File: src/rtl/decoder_arbiter_if.sv
// Handshake bundle between the requesters and the round-robin decoder arbiter.
// The master side drives the requests; the slave side (the arbiter) drives the decoder lines.
interface decoder_arbiter_if;
  logic [3:0] req;
  logic       done;
  logic       address0;
  logic       address1;
  logic       enable;
  logic [3:0] grant;
  logic       busy;
  logic       timeout;

  modport master (
    output req, done,
    input  address0, address1, enable, grant, busy, timeout
  );

  modport slave (
    input  req, done,
    output address0, address1, enable, grant, busy, timeout
  );
endinterface

File: src/rtl/decoder_arbiter.sv
// Round-robin arbiter sharing a 2-to-4 decoder among four requesters.
// Define ARB_TIMEOUT_EN to add a hold watchdog that revokes a grant after TIMEOUT cycles.
module decoder_arbiter #(
  parameter int TIMEOUT = 16
) (
  input logic          clk,
  input logic          reset,
  decoder_arbiter_if.slave bus
);
  // state | meaning
  // IDLE  | no owner; next request found from ptr wins
  // GRANT | owner holds the decoder until done, withdrawal or watchdog
  typedef enum logic {IDLE = 1'b0, GRANT = 1'b1} state_t;

  state_t     state, state_nxt;
  logic [1:0] ptr, ptr_nxt;
  logic [1:0] owner, owner_nxt;
  logic [1:0] pick, cand;
  logic       hit;
  logic       release_c;
  logic       expire;

  if (TIMEOUT < 2) begin : g_bad_timeout
    $error("decoder_arbiter: TIMEOUT must be >= 2");
  end

  // Scan from the highest offset down so the lowest offset from ptr wins.
  always_comb begin
    pick = ptr;
    cand = ptr;
    hit  = 1'b0;
    for (int i = 3; i >= 0; i--) begin
      cand = ptr + 2'(i);
      if (bus.req[cand]) begin
        pick = cand;
        hit  = 1'b1;
      end
    end
  end

  assign release_c = bus.done | ~bus.req[owner];

  always_ff @(posedge clk or posedge reset) begin
    if (reset) begin
      state <= IDLE;
      ptr   <= 2'd0;
      owner <= 2'd0;
    end else begin
      state <= state_nxt;
      ptr   <= ptr_nxt;
      owner <= owner_nxt;
    end
  end

  always_comb begin
    state_nxt = state;
    ptr_nxt   = ptr;
    owner_nxt = owner;
    case (state)
      IDLE: begin
        if (hit) begin
          owner_nxt = pick;
          state_nxt = GRANT;
        end
      end
      GRANT: begin
        if (release_c || expire) begin
          state_nxt = IDLE;
          ptr_nxt   = owner + 2'd1;
        end
      end
      default: state_nxt = IDLE;
    endcase
  end

`ifdef ARB_TIMEOUT_EN
  localparam int CW = $clog2(TIMEOUT + 1);

  logic [CW-1:0] cnt, cnt_nxt;
  logic          tmo_q;

  // A coincident done/withdrawal takes priority, so the pulse only marks forced revocation.
  assign expire = (state == GRANT) && !release_c && (cnt == CW'(TIMEOUT - 1));

  always_comb begin
    cnt_nxt = cnt;
    if (state == IDLE) cnt_nxt = '0;
    else               cnt_nxt = cnt + CW'(1);
  end

  always_ff @(posedge clk or posedge reset) begin
    if (reset) begin
      cnt   <= '0;
      tmo_q <= 1'b0;
    end else begin
      cnt   <= cnt_nxt;
      tmo_q <= expire;
    end
  end

  assign bus.timeout = tmo_q;
`else
  assign expire      = 1'b0;
  assign bus.timeout = 1'b0;
`endif

  assign bus.enable   = (state == GRANT);
  assign bus.busy     = (state == GRANT);
  assign bus.address0 = owner[0];
  assign bus.address1 = owner[1];
  assign bus.grant    = (state == GRANT) ? (4'b0001 << owner) : 4'b0000;
endmodule

File: src/flat_wrapper.sv
// flat-port wrapper written by rule: the top's interface ports become plain ports
module decoder_arbiter_flat 
#(
  parameter int TIMEOUT = 16
)
  (clk, reset, bus_req, bus_done, bus_address0, bus_address1, bus_enable, bus_grant, bus_busy, bus_timeout);
  decoder_arbiter_if bus_i ();
  input logic clk;
  input logic reset;
  input wire logic [$bits(bus_i.req)-1:0] bus_req;
  input wire logic [$bits(bus_i.done)-1:0] bus_done;
  output wire logic [$bits(bus_i.address0)-1:0] bus_address0;
  output wire logic [$bits(bus_i.address1)-1:0] bus_address1;
  output wire logic [$bits(bus_i.enable)-1:0] bus_enable;
  output wire logic [$bits(bus_i.grant)-1:0] bus_grant;
  output wire logic [$bits(bus_i.busy)-1:0] bus_busy;
  output wire logic [$bits(bus_i.timeout)-1:0] bus_timeout;
  assign bus_i.req = bus_req;
  assign bus_i.done = bus_done;
  assign bus_address0 = bus_i.address0;
  assign bus_address1 = bus_i.address1;
  assign bus_enable = bus_i.enable;
  assign bus_grant = bus_i.grant;
  assign bus_busy = bus_i.busy;
  assign bus_timeout = bus_i.timeout;
  decoder_arbiter #(.TIMEOUT(TIMEOUT)) u_core (.clk(clk), .reset(reset), .bus(bus_i));
endmodule
File: config.mk
export PLATFORM = sky130hd
export DESIGN_NAME = decoder_arbiter_flat
export DESIGN_NICKNAME = d
export VERILOG_FILES = /design/src/rtl/decoder_arbiter_if.sv /design/src/rtl/decoder_arbiter.sv /design/src/flat_wrapper.sv
export SDC_FILE = /design/constraint.sdc
export NUM_CORES = 1
export LEC_CHECK = 0
export ABC_AREA = 1
export CAP_MARGIN = 0
export CORE_AREA = 2 2 39 41
export CTS_BUF_LIST = sky130_fd_sc_hd__clkbuf_16
export CTS_CLUSTER_DIAMETER = 200
export DETAILED_ROUTE_END_ITERATION = 12
export DIE_AREA = 0 0 41 43
export PLACE_DENSITY = 0.76
export RECOVER_POWER = 25
export SYNTH_ARGS = -nofsm -noshare
export SYNTH_HDL_FRONTEND = slang
export SYNTH_SLANG_ARGS = --single-unit
File: constraint.sdc
create_clock -name clk -period 2.7 [get_ports clk]
set_input_delay 0.54 -clock clk [delete_from_list [all_inputs] [get_ports clk]]
set_output_delay 0.54 -clock clk [all_outputs]
set_load 0.005 [all_outputs]
==> results_dict.tcl, run 1 <==
set metrics [dict create \
    status "completed" \
    core_area_um2 1380 \
    n_antenna_cell 0 \
    vias 596 \
    synth_cells 98 \
    postRouteAntennaNets 0 \
    ctsResizeCount 0 \
    p_int_uw 607 \
    power_uw 1150 \
    clk_pin_slew_worst_paths_ns 0.04 \
    num-fill-cells 142 \
    finalSetupViolCount 0 \
    fin_crit_sh 0.803 \
    hold_violations 0 \
    cts_buffers 3 \
    worst_ep_arrival_time_ns 1.63 \
    dp_hpwl_um 1040 \
    grt_pass1_wl_um 2290 \
    ys_ff_latch 5 \
    p_seq_frac 0.182 \
    syn_area_per_cell_um2 6.27 \
    startpoint_type "register" \
    cp-end-kind "primary output" \
    min-delay-path-class "in -> async" \
    clock_power_share 0.215 \
    cts_hold_buf 0 \
    r2r_slack_ns 1.16 \
    fmax_mhz 461 \
    syn_area_um2 614 \
    p_leak_uw 0.000481 \
    yosys_warnings 0 \
    maxCapViolations 0 \
    area_delta_synth_final_pct 34.8 \
    io_buffers 14 \
    synth_cell_types 18 \
    die_x_um 41 \
    place.gp.congestion 0.697 \
    cts_root_buf "clkbuf_16" \
    grt_overflow 0 \
    initialDrtViolationCount 14 \
    cts_setup_buffers 0 \
    whs_ns 0.650 \
    irDropWorstVdd_v 0.000791 \
    rsz0062_at_grt "no" \
    path_class "reg -> out" \
    cp_max_fo 9 \
    synth_nets 109 \
    power_density_nw_per_um2 1380 \
    fin_skew_ns 0.00260 \
    cts_tree "yes" \
    synth_seq_area_share 0.204 \
    grt_pass1_vias 554 \
    clock_path_buffers 2 \
    cts_max_level 1 \
    vias_per_cell 4.62 \
    ioPinCount 16 \
    gr-usage-met3 0.0419 \
    grt_max_degree 10 \
    wirelength_um 1350 \
    grtUsageMet1 0.226 \
    dr.pass1.iters 4 \
    drc 0 \
    routedWlPerCell_um 10.4 \
    met2_usage 0.303 \
    switching_share 0.470 \
    top_usage_layer "met2" \
    die-area_um2 1760 \
    rows 14 \
    crit_required_ns 2.16 \
    layout-drive-gt1-share 0.204 \
    final_cells 129 \
    drv_slew 0 \
    grtUsageTotal 0.191 \
    die_h_um 43 \
    period_minus_slack_ns 2.17 \
    nets 125 \
    antenna_found_initial 0 \
    dp.cells 125 \
    pwr-share-comb 0.603 \
    clk_latency_ns 0.23 \
    setup_tns_ns 0 \
    start_util 0.444 \
    p_sw_uw 539 \
    clock_sinks 5 \
]
[power by group through the flow]
| stage | Sequential [µW] | Clock [µW] | Combinational (µW) |
|---|---|---|---|
| floorplan | 168 | 0 | 543 |
| finish | 209 | 247 | 690 |
| CTS | 209 | 249 | 696 |
| global placement | 206 | 0 | 674 |
| global route | 222 | 253 | 784 |
| detailed placement | 210 | 0 | 687 |
[synth_stat cells]
cell      n  area share
conb_1    1      0.0061
buf_6     1       0.018
inv_2     2       0.012
nand4_1   1       0.010
dfrtp_1   5        0.20
o21ai_0   5       0.041
nor2_4    1       0.018
nand2_1  31        0.19
inv_1    17        0.10
buf_4     2       0.024
nand2_4   3       0.055
nor2_1    2       0.012
nand3_1   8       0.065
a21oi_1   2       0.016
nand3_2   1       0.016
nand2_2  11        0.11
inv_6     1       0.014
ha_1      4       0.081
[final timing paths]
path / endpoint / cells after the start / start
max: bus_grant[2] / 5 / u_core.owner[0]
min: u_core.bus.busy / 2 / reset
max reg2reg: u_core.owner[0] / 11 / u_core.ptr[0]
min reg2reg: u_core.owner[1] / 2 / u_core.owner[1]
max in group asynchronous: u_core.owner[0] / 2 / reset
min in group clk: u_core.owner[1] / 2 / u_core.owner[1]
[routing by layer]
layer	share of wire	vias up
met5	0	-
met4	0.010	0
met3	0.038	2
met2	0.48	10
met1	0.47	263
li1	-	321
[registers in the layout (all words and copies together), names as in the netlist]
name             count
u_core.owner         2
u_core.ptr           2
u_core.bus.busy      1
[cell families (layout without fill, tap and decap cells)]
family	Yosys count	after routing	share of synthesized area
adders and majority gates	4	4	0.0815
buffers and inverters	23	38	0.173
other	1	1	0.00610
DFF	5	5	0.204
AOI/OAI and AO/OA	7	7	0.0570
and+or+nand+nor	58	58	0.479
[critical path: stages, from the launching register on]
cell and delay (ns):
dfrtp_1 0.48, inv_1 0.15, ha_1 0.15, nand2_1 0.04, inv_1 0.06, clkdlybuf4s50_1 0.50
[layout by cell type (no fill, tap or decap)]
cell type        synthesis  routed
ha_1                     4       4
nand2_4                  3       3
nor2_1                   2       2
nor2_4                   1       1
o21ai_0                  5       5
nand2_1                 31      31
inv_6                    1       1
dlygate4sd3_1            0       1
clkinv_2                 0       1
nand3_1                  8       8
clkbuf_16                0       3
nand4_1                  1       1
clkdlybuf4s50_1          0      13
inv_1                   17      17
conb_1                   1       1
inv_2                    2       2
dfrtp_1                  5       5
nand2_2                 11      11
nand3_2                  1       1
a21oi_1                  2       2
[through the flow]
stage          utilization  setup slack, ns  area (µm²)
2_1_floorplan            -             1.36         614
3_3_place_gp         0.541            0.805         748
3_5_place_dp         0.541            0.748         748
4_1_cts              0.599            0.526         828
5_1_grt              0.599            0.438         828
6_report             0.599            0.533         828
[area by class of cell]
class,count,area (µm²),share of cell area
multi-input cells,70,383,0.462
repair buffers,14,140,0.169
flip-flops and latches,5,125,0.151
inverters,20,80.1,0.0967
clock buffers,3,75.1,0.0906
well taps,16,20.0,0.0242
clock inverters,1,5.00,0.00604
No activity file was read; power rests on OpenSTA's default activity.
==> run 2, diff against run 1 <==
--- a/config.mk
+++ b/config.mk
@@ -7,12 +7,11 @@
 export LEC_CHECK = 0
 export ABC_AREA = 1
 export CAP_MARGIN = 0
-export CORE_AREA = 2 2 39 41
+export CORE_UTILIZATION = 42
 export CTS_BUF_LIST = sky130_fd_sc_hd__clkbuf_16
 export CTS_CLUSTER_DIAMETER = 200
 export DETAILED_ROUTE_END_ITERATION = 12
-export DIE_AREA = 0 0 41 43
-export PLACE_DENSITY = 0.76
+export PLACE_DENSITY = 0.73
 export RECOVER_POWER = 25
 export SYNTH_ARGS = -nofsm -noshare
 export SYNTH_HDL_FRONTEND = slang
==> constraint.sdc (replaced) <==
create_clock -name clk -period 1.82 [get_ports clk]
set_input_delay 0.364 -clock clk [delete_from_list [all_inputs] [get_ports clk]]
set_output_delay 0.364 -clock clk [all_outputs]
set_load 0.005 [all_outputs]
==> run 2 against run 1 <==
Effect of this change:
- worst setup slack got worse by 0.43 ns
- register-to-register slack got worse by 0.88 ns
- critical endpoint is now bus_grant[1]
- critical path depth rose by 1
- final area rose by 6.6%
- first-iteration DRC count rose by 79%
- die area fell by 8.1%
- flip-flop and latch count did not move
- combinational power rose by 68%
- critical path type unchanged
- utilization rose by 6.4 points
- clock skew rose by 0.0027 ns
- sequential power rose by 44%
- count of clock-buffer cells in the layout did not move
- largest power group unchanged
==> results_dict.tcl, run 2 (synthesized netlist as in run 1, its figures left out) <==
set metrics [dict create \
    register_area_um2 128 \
    power_uw 1820 \
    cp-end-kind "primary output" \
    cts_hold_buf 0 \
    hold_violations 0 \
    vias 643 \
    worst_ep_arrival_time_ns 1.36 \
    die_x_um 40.2 \
    place.gp.congestion 0.698 \
    grt_overflow 0 \
    vias_per_cell 4.76 \
    path_class "reg -> out" \
    irDropWorstVdd_v 0.00115 \
    rows 13 \
    layout-drive-gt1-share 0.275 \
    top_usage_layer "met2" \
    cts_tree "yes" \
    met2_usage 0.319 \
    status "completed" \
    grt_max_degree 10 \
    clock_sinks 5 \
    setup_tns_ns 0 \
    ioPinCount 16 \
    min-delay-path-class "in -> async" \
    crit_required_ns 1.46 \
    fin_crit_sh 0.945 \
    dp.cells 124 \
    core_area_um2 1330 \
    cts_root_buf "clkbuf_16" \
    grt_pass1_vias 517 \
    nets 132 \
    start_util 0.461 \
    maxCapViolations 0 \
    grtUsageTotal 0.199 \
    grt_pass1_wl_um 2150 \
    rsz0062_at_grt "no" \
    postRouteAntennaNets 0 \
    io_buffers 14 \
    num-fill-cells 105 \
    multi_input_area_um2 383 \
    drc 0 \
    die_h_um 40.2 \
    p_leak_uw 0.000553 \
    drv_slew 0 \
    grtUsageMet1 0.266 \
    dp_hpwl_um 988 \
    cts_buffers 3 \
    clk_latency_ns 0.23 \
    layout_commonest_cell "nand2_1" \
    fin_skew_ns 0.00529 \
    cp_max_fo 5 \
    gr-usage-met3 0.0222 \
    antenna_found_initial 0 \
    dr.pass1.iters 4 \
    fmax_mhz 582 \
    n_antenna_cell 0 \
    initialDrtViolationCount 25 \
    clk_pin_slew_worst_paths_ns 0.04 \
    routedWlPerCell_um 11.3 \
    period_minus_slack_ns 1.72 \
    cts_max_level 1 \
    final_cells 135 \
    finalSetupViolCount 0 \
    power_density_nw_per_um2 2060 \
    final_cell_mix "nand2_1 (31), inv_1 (16), nand2_2 (11)" \
    dpl_worst_slack_ns 0.0949 \
    setup_ws_ns 0.101 \
    wirelength_um 1520 \
    startpoint_type "register" \
    clock_path_buffers 2 \
    r2r_slack_ns 0.28 \
    die-area_um2 1620 \
    area_delta_synth_final_pct 43.8 \
]
[run 2: final cells by class]
class / count / share of cell area
clock buffer: 3 / 0.0850
clock inverter: 1 / 0.00425
inverter: 20 / 0.0907
multi-input combinational: 70 / 0.433
sequential: 5 / 0.144
tap: 15 / 0.0212
timing repair buffer: 21 / 0.221
[run 2: critical path, cell delays in order (launching register included)]
cell,delay (ns)
dfrtp_2,0.41
inv_2,0.05
buf_4,0.13
ha_1,0.18
nand2_1,0.06
inv_1,0.04
dlygate4sd2_1,0.26
[run 2: metrics by stage]
stage | utilization | hold WS [ns] | cell area [µm²]
finish | 0.662 | 0.469 | 883
detailed placement | 0.560 | 0.575 | 747
global placement | 0.560 | 0.570 | 747
CTS | 0.647 | 0.344 | 863
floorplan | - | 0.143 | 614
global route | 0.662 | 0.509 | 883
[run 2: path summary, 6_finish.rpt]
path                                      start              end  depth (start not counted)
worst max-delay path            u_core.owner[1]     bus_grant[1]                          6
max in group asynchronous                 reset  u_core.owner[1]                          2
worst max register to register  u_core.owner[0]    u_core.ptr[1]                          9
min in group clk                u_core.owner[0]    u_core.ptr[0]                          2
worst min register to register  u_core.owner[0]    u_core.ptr[0]                          2
worst min-delay path                      reset    u_core.ptr[0]                          2
[run 2: what timing repair did]
item	in CTS	in global routing
resized for setup	6	2
pin swaps	0	0
endpoints found under the setup margin	4	2
setup buffers	5	2
[run 2: power breakdown]
group / switching (µW) / internal [µW] / total [µW]
clock network: 74.5 / 285 / 359
logic: 645 / 513 / 1160
registers: 125 / 177 / 301
total: 844 / 975 / 1820
[run 2: metal layers]
metal,wire length (µm),vias up
met2,768,19
met5,0,-
met1,687,290
met4,0,0
met3,65,0
li1,-,334
